`src/rtl/axi_n2w_write_sequencer.sv`:
```
// Single-outstanding AXI write sequencer in front of the narrow-to-wide converter.
// Tracks per-beat address/size for lane selection and generates downstream WLAST from its own beat count.
module axi_n2w_write_sequencer #(
    parameter int SOURCE_WIDTH = 64,
    parameter int TARGET_WIDTH = 128,
    parameter int SOURCE_BYTES = SOURCE_WIDTH / 8
) (
    input  logic        aclk,
    input  logic        aresetn,

    input  logic [31:0] u_axi_awaddr,
    input  logic [2:0]  u_axi_awsize,
    input  logic [7:0]  u_axi_awlen,
    input  logic [1:0]  u_axi_awburst,
    input  logic        u_axi_awvalid,
    output logic        u_axi_awready,
    input  logic        u_axi_wvalid,
    output logic        u_axi_wready,
    input  logic        u_axi_wlast,
    output logic [1:0]  u_axi_bresp,
    output logic        u_axi_bvalid,
    input  logic        u_axi_bready,

    output logic [31:0] d_axi_awaddr,
    output logic [2:0]  d_axi_awsize,
    output logic [7:0]  d_axi_awlen,
    output logic [1:0]  d_axi_awburst,
    output logic        d_axi_awvalid,
    input  logic        d_axi_awready,
    output logic        d_axi_wvalid,
    input  logic        d_axi_wready,
    output logic        d_axi_wlast,
    input  logic [1:0]  d_axi_bresp,
    input  logic        d_axi_bvalid,
    output logic        d_axi_bready,

    output logic [31:0] seq_beat_addr,
    output logic [2:0]  seq_beat_size,
    output logic        seq_busy,
    output logic        seq_wlast_err
);
    // state | meaning
    // IDLE  | waiting for upstream AW (awready follows aw_rdy)
    // AW    | presenting the latched AW downstream
    // DATA  | W beats pass through, beat address tracked
    // RESP  | waiting for the downstream B
    // BOUT  | holding the B response upstream
    localparam logic [2:0] ST_IDLE = 3'd0;
    localparam logic [2:0] ST_AW   = 3'd1;
    localparam logic [2:0] ST_DATA = 3'd2;
    localparam logic [2:0] ST_RESP = 3'd3;
    localparam logic [2:0] ST_BOUT = 3'd4;

    generate
        if (TARGET_WIDTH <= SOURCE_WIDTH || SOURCE_BYTES * 8 != SOURCE_WIDTH) begin : g_bad_widths
            $error("axi_n2w_write_sequencer: target must be wider than source");
        end
    endgenerate

    logic [2:0]  state;
    logic        aw_rdy;
    logic [31:0] aw_addr_q;
    logic [2:0]  aw_size_q;
    logic [7:0]  aw_len_q;
    logic [1:0]  aw_burst_q;
    logic [31:0] beat_addr;
    logic [7:0]  beat_cnt;
    logic [1:0]  bresp_q;

    logic        aw_hs;
    logic        w_hs;
    logic        beat_last;
    logic [31:0] beat_bytes;
    logic [31:0] wrap_mask;
    logic [31:0] next_addr;

    assign aw_hs      = (state == ST_IDLE) && aw_rdy && u_axi_awvalid;
    assign w_hs       = (state == ST_DATA) && u_axi_wvalid && d_axi_wready;
    assign beat_last  = (beat_cnt == aw_len_q);
    assign beat_bytes = 32'd1 << aw_size_q;
    assign wrap_mask  = (({24'd0, aw_len_q} + 32'd1) << aw_size_q) - 32'd1;

    // INCR and the reserved encoding realign to the transfer size after the first beat
    always_comb begin
        next_addr = (beat_addr & ~(beat_bytes - 32'd1)) + beat_bytes;
        case (aw_burst_q)
            2'b00:   next_addr = beat_addr;
            2'b10:   next_addr = (beat_addr & ~wrap_mask) | ((beat_addr + beat_bytes) & wrap_mask);
            default: ;
        endcase
    end

    always_ff @(posedge aclk or negedge aresetn) begin
        if (!aresetn) begin
            state      <= ST_IDLE;
            aw_rdy     <= 1'b0;
            aw_addr_q  <= 32'd0;
            aw_size_q  <= 3'd0;
            aw_len_q   <= 8'd0;
            aw_burst_q <= 2'd0;
            beat_addr  <= 32'd0;
            beat_cnt   <= 8'd0;
            bresp_q    <= 2'd0;
        end else begin
            case (state)
                ST_IDLE: begin
                    if (aw_hs) begin
                        aw_addr_q  <= u_axi_awaddr;
                        aw_size_q  <= u_axi_awsize;
                        aw_len_q   <= u_axi_awlen;
                        aw_burst_q <= u_axi_awburst;
                        beat_addr  <= u_axi_awaddr;
                        beat_cnt   <= 8'd0;
                        aw_rdy     <= 1'b0;
                        state      <= ST_AW;
                    end else begin
                        aw_rdy <= 1'b1;
                    end
                end
                ST_AW: begin
                    if (d_axi_awready) state <= ST_DATA;
                end
                ST_DATA: begin
                    if (w_hs) begin
                        if (beat_last) begin
                            state <= ST_RESP;
                        end else begin
                            beat_cnt  <= beat_cnt + 8'd1;
                            beat_addr <= next_addr;
                        end
                    end
                end
                ST_RESP: begin
                    if (d_axi_bvalid) begin
                        bresp_q <= d_axi_bresp;
                        state   <= ST_BOUT;
                    end
                end
                ST_BOUT: begin
                    if (u_axi_bready) begin
                        state  <= ST_IDLE;
                        aw_rdy <= 1'b1;
                    end
                end
                default: state <= ST_IDLE;
            endcase
        end
    end

    assign u_axi_awready = (state == ST_IDLE) && aw_rdy;
    assign d_axi_awvalid = (state == ST_AW);
    assign d_axi_awaddr  = aw_addr_q;
    assign d_axi_awsize  = aw_size_q;
    assign d_axi_awlen   = aw_len_q;
    assign d_axi_awburst = aw_burst_q;

    assign d_axi_wvalid  = (state == ST_DATA) && u_axi_wvalid;
    assign u_axi_wready  = (state == ST_DATA) && d_axi_wready;
    assign d_axi_wlast   = (state == ST_DATA) && beat_last;

    assign d_axi_bready  = (state == ST_RESP);
    assign u_axi_bvalid  = (state == ST_BOUT);
    assign u_axi_bresp   = (state == ST_BOUT) ? bresp_q : 2'b00;

    assign seq_beat_addr = beat_addr;
    assign seq_beat_size = aw_size_q;
    assign seq_busy      = (state != ST_IDLE);
    // upstream WLAST is only checked; the internal count always wins
    assign seq_wlast_err = w_hs && (u_axi_wlast != beat_last);

endmodule
```
`config.mk`:
```
export PLATFORM = sky130hd
export DESIGN_NAME = axi_n2w_write_sequencer
export DESIGN_NICKNAME = d
export VERILOG_FILES = /design/src/rtl/axi_n2w_write_sequencer.sv
export SDC_FILE = /design/constraint.sdc
export NUM_CORES = 1
export LEC_CHECK = 0
export CAP_MARGIN = 10
export CORE_MARGIN = 4
export CORE_UTILIZATION = 51
export DETAILED_ROUTE_END_ITERATION = 16
export GPL_TIMING_DRIVEN = 0
export PLACE_DENSITY = 0.79
export SYNTH_ARGS = -nofsm -noshare
export SYNTH_HDL_FRONTEND = slang
export SYNTH_SLANG_ARGS = --single-unit
export TNS_END_PERCENT = 5
```
`constraint.sdc`:
```
create_clock -name aclk -period 5.15 [get_ports aclk]
set_clock_uncertainty 0.15 [all_clocks]
set_input_delay 1.03 -clock aclk [delete_from_list [all_inputs] [get_ports aclk]]
set_output_delay 1.03 -clock aclk [all_outputs]
set_load 0.01 [all_outputs]
```
==> results of run 1 <==
-- layer usage --
layer  vias up  global-route usage
met1      3965               0.435
met3        82              0.0954
met5         -                   0
li1       3751                   -
met2       540               0.469
met4         0               0.134
-- cell usage after synthesis (13+ instances only) --
master	instances
clkbuf_1	41
mux2_2	41
and3_1	20
inv_1	32
nor3_1	22
nand3_1	34
xnor2_1	36
dfrtp_1	91
and2_1	13
o21ai_0	68
nand2_1	98
nor2_1	75
ha_1	18
a31oi_1	18
nand2b_1	15
a21oi_1	37
xor2_1	29
-- worst max path at each step --
stage / end / depth (start not counted) / from / slack [ps]
6_report: flop / 17 / d_axi_awsize[2]$_DFFE_PN0P_ / 220
5_1_grt: flop / 17 / d_axi_awsize[2]$_DFFE_PN0P_ / 40
4_1_cts: flop / 16 / d_axi_awsize[2]$_DFFE_PN0P_ / 80
3_5_place_dp: flop / 17 / d_axi_awsize[2]$_DFFE_PN0P_ / -500
3_3_place_gp: d_axi_awaddr[20]$_DFFE_PN0P_ / 1 / aresetn / -640
2_1_floorplan: flop / 17 / d_axi_awsize[2]$_DFFE_PN0P_ / 830
-- stage by stage --
step | area (um2) | instances | setup slack (ps) | setup TNS (ps) | utilization
finish | 9640 | 1278 | 220 | 0 | 0.663
global route | 9640 | 1276 | 43.1 | 0 | 0.663
CTS | 9610 | 1273 | 84.4 | 0 | 0.661
detailed placement | 9290 | 1258 | -500 | -2860 | 0.639
global placement | 9280 | 1257 | -645 | -61200 | 0.638
floorplan | 7580 | 927 | 830 | 0 | -
-- critical path, stage by stage, from the launching register on --
cell and delay, ps:
dfrtp_1 480, inv_1 230, clkbuf_1 450, nand2_1 180, inv_1 170, ha_1 290
inv_1 80, fa_1 410, nor2b_1 160, o21ai_0 130, a21o_1 230, a31oi_1 440
clkbuf_1 470, nand2_1 120, or3_1 330, o31ai_1 230, a21oi_1 80, o2bb2ai_1 190
-- placed cells by master, fill, tap and decap left out, types with 5 or more instances in the layout --
| cell type | n |
|---|---|
| clkdlybuf4s50_1 | 145 |
| nand2_1 | 98 |
| dfrtp_1 | 91 |
| nor2_1 | 75 |
| o21ai_0 | 68 |
| mux2_2 | 41 |
| clkbuf_1 | 38 |
| a21oi_1 | 37 |
| xnor2_1 | 36 |
| nand3_1 | 34 |
| inv_1 | 32 |
| xor2_1 | 29 |
| nor3_1 | 22 |
| and3_1 | 20 |
| a31oi_1 | 18 |
| ha_1 | 18 |
| nand2b_1 | 15 |
| and2_1 | 13 |
| nand4_1 | 12 |
| nor4_1 | 11 |
| o31ai_1 | 11 |
| buf_4 | 10 |
| nor2b_1 | 10 |
| o211ai_1 | 10 |
| o22ai_1 | 10 |
| buf_2 | 9 |
| a211oi_1 | 9 |
| clkbuf_16 | 9 |
| or3_1 | 8 |
| a22o_1 | 8 |
| o21ai_1 | 7 |
| a22oi_1 | 6 |
| mux2i_1 | 6 |
| a221oi_1 | 6 |
| o221ai_1 | 5 |
| o21a_1 | 5 |
| a41oi_1 | 5 |
-- power by group --
| part | total [mW] | switching [mW] | internal, mW |
|---|---|---|---|
| combinational | 4.55 | 2.60 | 1.94 |
| clock | 0.714 | 0.318 | 0.396 |
| sequential | 1.45 | 0.405 | 1.04 |
-- area by class of cell --
class	instances	share of cell area
Tap cell	184	0.0239
Multi-Input combinational cell	746	0.513
Clock inverter	6	0.00740
Antenna cell	2	0.000519
Clock buffer	10	0.0248
Inverter	32	0.0125
Timing Repair Buffer	150	0.156
Sequential cell	91	0.236
Buffer	57	0.0263
-- cells by family (layout without fill, tap and decap cells) --
kind of cell,count (synthesis),in the layout,synth area share
fa+ha+maj,19,19,0.0323
flops,91,91,0.300
other cells,0,2,0
mux,47,47,0.0688
buf+inv,90,255,0.0490
simple gates,353,353,0.236
compound gates,262,262,0.238
xor+xnor,65,65,0.0751
-- repair_timing --
| item | 4_1_cts | 5_1_grt |
|---|---|---|
| endpoints found under the setup margin | 17 | 12 |
| pin swaps | 0 | 2 |
| setup buffers | 0 | 3 |
| resized for setup | 2 | 5 |
| hold buffers | 0 | 0 |
==> qor.txt, run 1 <==
largest net degree at the start of global routing = 53
row count = 44
area leader, netlist = dfrtp_1
status = complete, no violations
top post-synthesis cells by area = dfrtp_1, mux2_2, nand2_1, o21ai_0, xnor2_1
vias in the first global route = 7,732
metal2 WL = 11,800 um
Async SR Flop Fraction = 1.00
WL met3 = 3530 um
H-tree levels = 3
Clock Path Buffers = 2
Worst Tran Pin Value = 1060 ps
Setup-failing EPs final = 0
Routed Antenna Nets = 0
DRC = 0
routed wire length = 27,100 um
Iteration-0 DRC Markers = 1,106
share of cells above drive strength 1 = 0.0943
M1 WL = 10,800 um
max frequency = 0.203 GHz
net count after synthesis = 1,002
full die area = 0.0169 mm2
Initial Utilization = 0.522
RSZ-0062 raised after global routing = false
synth warn = 0
DR vias/cell = 6.52
Root Buffer = clkbuf_16
Register Area = 0.00228 mm2
Post-synth EDFFs = 0
Via Count = 8,338
Synth Instances = 927
CP required = 5280 ps
area of the multi-input gates = 0.00494 mm2
Reg clk slew, reported paths = 80 ps
Main synth FF type = dfrtp_1
crit path time final = 4930 ps
synth unique cells = 86
Die Y = 130 um
CP Capture Type = flop
CTS sink cnt = 91
GR Overflow Total = 0
First-pass DRT Iterations = 7
max layer used = met4
Buffers on Ports = 146
Power Dens Cells = 696 mW/mm2
Post-DP HPWL = 20,100 um
Arr. time, crit path = 5060 ps
Worst R2R Start = d_axi_awsize[2]$_DFFE_PN0P_
Pwr Total = 6.71 mW
initial antenna violation count = 0
WL/cell = 21.2 um
Synth top area share = 0.300
flop2flop setup slack = 220 ps
Max Cap Viol = 0
GRT Total Usage = 0.318
Final Hold Viols = 0
core area = 0.0145 mm2
Crit Path Category = reg -> reg
VDD IR max = 0.456 mV
Final Wtd Congestion = 0.981
post-synthesis sequential area ratio = 0.300
Yosys reg bits = 91
WHS = 355 ps
Die Width = 130 um
clock latency on the worst-skew pair = 360 ps
hold depth = 1
# IOs = 147
WHS Endpoint = d_axi_awaddr[26]$_DFFE_PN0P_
first-pass GRT wire length = 41,800 um
clock buffer count from CTS = 9
Crit Path Max Fanout = 10
Final Max Slew Viols = 0
Hold Crit Start = d_axi_awaddr[26]$_DFFE_PN0P_
FILL cells = 1,276
Setup crit start kind = flop
hold crit path type = reg -> reg
synth-to-layout area growth = 27.1%
P_leak = 3.73 nW
mapped cell area = 0.00758 mm2
Worst R2R Path Depth = 17
max_slew headroom = 0.290
syn avg cell area = 8.18 um2
CTS tree = built
final net count = 1,162
Final Cycle Share = 0.957
Note: power is estimated with default switching activity, not from simulation.
==> inputs of run 2 (changes only) <==
- ABC_AREA: unset -> 1
- CORE_UTILIZATION: 51 -> 49
- CTS_CLUSTER_SIZE: unset -> 10
- clock period: 5.15 -> 4.5 ns (I/O delays scaled with it)
==> run 2 against run 1 <==
Register-to-register slack improved by 600 ps; sequential power grew 16%; critical path depth shrank 9; sequential share of layout area down 0.58 points; die area rose by 7.0%; synthesized cell count up 32%; hold slack worse by 23 ps; routed wire length rose by 1.3%; first-iteration DRC count is 28% lower; combinational power rose by 8.4%; non-clock buffer count shrank 22; global-route usage fell by 1.6 points; critical path type is now reg -> out; largest power group unchanged.
==> qor.txt, run 2 <==
row count = 45 (was 44)
Crit Path Max Fanout = 10 (unchanged)
routed wire length = 27,400 um (was 27,100 um)
first-pass GRT wire length = 43,200 um (was 41,800 um)
Root Buffer = clkbuf_16 (unchanged)
count leader, synth = nand2_1 (unchanged)
crit path time final = 4130 ps
Synth Area in Simple Gates = 0.420 (was 0.236)
Arr. time, crit path = 3080 ps (was 5060 ps)
Die Y = 134 um (was 130 um)
DR vias/cell = 5.54 (was 6.52)
Main synth FF type = dfrtp_1 (unchanged)
core area = 0.0154 mm2 (was 0.0145 mm2)
CTS sink cnt = 91 (unchanged)
Die Width = 134 um (was 130 um)
post-synthesis sequential area ratio = 0.291 (was 0.300)
Synth top area share = 0.291 (was 0.300)
status = complete, no violations (unchanged)
clock buffer count from CTS = 9 (unchanged)
Finished Core Util = 0.641 (was 0.663)
largest net degree at the start of global routing = 63 (was 53)
max_slew headroom = 0.367 (was 0.290)
Routed Antenna Nets = 0 (unchanged)
Yosys reg bits = 91 (unchanged)
post-synthesis xor/xnor area fraction = 0.0347 (was 0.0751)
Initial Utilization = 0.508 (was 0.522)
First-pass DRT Iterations = 5 (was 7)
hold crit path type = reg -> reg (unchanged)
full die area = 0.0181 mm2 (was 0.0169 mm2)
Final Max Slew Viols = 0 (unchanged)
Placement Cell Area = 0.00959 mm2 (was 0.00929 mm2)
Setup-failing EPs final = 0 (unchanged)
# IOs = 147 (unchanged)
mapped cell area = 0.00784 mm2 (was 0.00758 mm2)
top post-synthesis cells by area = dfrtp_1, nand2_1, nand3_1, inv_1, nor2_1 (was dfrtp_1, mux2_2, nand2_1, o21ai_0, xnor2_1)
Worst Tran Pin Value = 949 ps (was 1060 ps)
initial antenna violation count = 0 (unchanged)
GR Overflow Total = 0 (unchanged)
Via Count = 8,856 (was 8,338)
Max Cap Viol = 0 (unchanged)
mux contribution to synthesized area = 0 (was 0.0688)
WHS = 332 ps (was 355 ps)
Power Dens Cells = 750 mW/mm2 (was 696 mW/mm2)
clock latency on the worst-skew pair = 360 ps (about the same)
net count after synthesis = 1,299 (was 1,002)
# diodes = 0 (was 2)
Synth Instances = 1,224 (was 927)
DRC = 0 (unchanged)
WL/cell = 17.2 um (was 21.2 um)
Async SR Flop Fraction = 1.00 (unchanged)
vias in the first global route = 8,177 (was 7,732)
synth-to-layout area growth = 26.2% (was 27.1%)
compound-gate portion of the synthesized area = 0.125 (was 0.238)
Post-DP HPWL = 21,400 um (was 20,100 um)
Final Wtd Congestion = 0.973 (was 0.981)
hold_buf cts = 0 (unchanged)
Final Cycle Share = 0.917
postcts setup bufs = 0 (unchanged)
CTS resizes = 0 (was 2)
max frequency = 0.242 GHz
synth unique cells = 52 (was 86)
share of cells above drive strength 1 = 0.0844 (was 0.0943)
leading cell type in the layout, fill and taps excluded = nand2_1 (was clkdlybuf4s50_1)
H-tree levels = 3 (unchanged)
Final Hold Viols = 0 (unchanged)
Setup crit start kind = flop (unchanged)
GRT Total Usage = 0.302 (was 0.318)
Post-synth EDFFs = 0 (unchanged)
most frequent cells after synthesis = nand2_1, inv_1, nand3_1, nor2_1, dfrtp_1 (was nand2_1, dfrtp_1, nor2_1, o21ai_0)
P_leak = 4.69 nW (was 3.73 nW)
syn avg cell area = 6.40 um2 (was 8.18 um2)
Iteration-0 DRC Markers = 792 (was 1,106)
RSZ-0062 raised after global routing = false (unchanged)
Reg clk slew, reported paths = 70 ps (was 80 ps)
Buffers on Ports = 146 (unchanged)
most frequent cells in the layout = nand2_1, clkdlybuf4s50_1, inv_1, nand3_1, nor2_1 (was clkdlybuf4s50_1, nand2_1, dfrtp_1, nor2_1, o21ai_0)
CP Capture Type = primary output (was flop)
CP required = 3450 ps (was 5280 ps)
largest family of logic cells by synthesized area = simple AND/OR/NAND/NOR gates (was compound AO/OA/AOI/OAI gates)
post-route cell area = 0.00989 mm2 (was 0.00964 mm2)
final net count = 1,457 (was 1,162)
CTS tree = built (unchanged)
VDD IR max = 0.355 mV (was 0.456 mV)
synth warn = 0 (unchanged)
Clock Path Buffers = 2 (unchanged)
area leader, netlist = dfrtp_1 (unchanged)
Crit Path Category = reg -> out (was reg -> reg)
area share of fa/ha/maj cells after synthesis = 0.0313 (was 0.0323)
==> run 2: cell count changes in the layout (fill, tap and decap cells not counted), moves of 20 or more <==
cell and delta:
inv_1 +102, mux2_2 -41, nand2_1 +293, nand2_2 +20
nand3_1 +89, nor2_1 +29, xnor2_1 -29
==> run 2: area by class of cell <==
class                   count  area (um2)
plain buffers              38         213
repair buffers            147        1490
inverters                 147         556
clock buffers              10         229
flip-flops and latches     91        2280
multi-input cells         948        4790
fillers                  1486        5540
well taps                 211         264
clock inverters             6        71.3
==> run 2: worst max-delay path, stage by stage (launching register included) <==
cell and delay (ps):
dfrtp_1 420, nor2_2 120, inv_1 80, nor2_1 440, inv_2 140, clkbuf_1 340, buf_2 350, nor4_1 260
clkdlybuf4s50_1 580
==> run 2: cell families after synthesis <==
logic type      after synthesis
compound gates              175
buf+inv                     185
flops                        91
simple gates                723
xor+xnor                     31
fa+ha+maj                    19
==> run 2: worst paths after layout <==
| path | to | slack, ps | cells past startpoint | start |
|---|---|---|---|---|
| worst max-delay path | seq_wlast_err | 370 | 8 | state[2]$_DFFE_PN0P_ |
| min in group asynchronous | asynchronous set/reset pin | 340 | 1 | aresetn |
| max in group asynchronous | asynchronous set/reset pin | 3190 | 2 | aresetn |
| worst max register to register | flop | 820 | 19 | d_axi_awsize[2]$_DFFE_PN0P_ |
| worst min register to register | d_axi_awaddr[12]$_DFFE_PN0P_ | 330 | 2 | d_axi_awaddr[12]$_DFFE_PN0P_ |
| worst min-delay path | d_axi_awaddr[12]$_DFFE_PN0P_ | 330 | 2 | d_axi_awaddr[12]$_DFFE_PN0P_ |
==> run 2: per-layer routing <==
metal  up-vias  track usage  routed length, um
met5         -            0                  0
met3        48       0.0473               2520
met2       379        0.465              12000
met1      4165        0.437              12300
li1       4264            -                  -
met4         0       0.0967                600
==> run 2: stage by stage <==
| stage | total power [mW] | setup TNS, ps | setup WS, ps | instances |
|---|---|---|---|---|
| floorplan | 4.72 | 0 | 1460 | 1224 |
| global placement | 6.44 | -107180 | -1190 | 1581 |
| detailed placement | 6.52 | 0 | 761 | 1582 |
| CTS | 7.34 | 0 | 381 | 1598 |
| global route | 7.99 | 0 | 156 | 1598 |
| finish | 7.42 | 0 | 371 | 1598 |
==> run 2: where the power goes <==
part	switching [mW]	internal (mW)
registers	0.490	1.19
logic	3.05	1.88
clock network	0.367	0.437
total	3.91	3.50
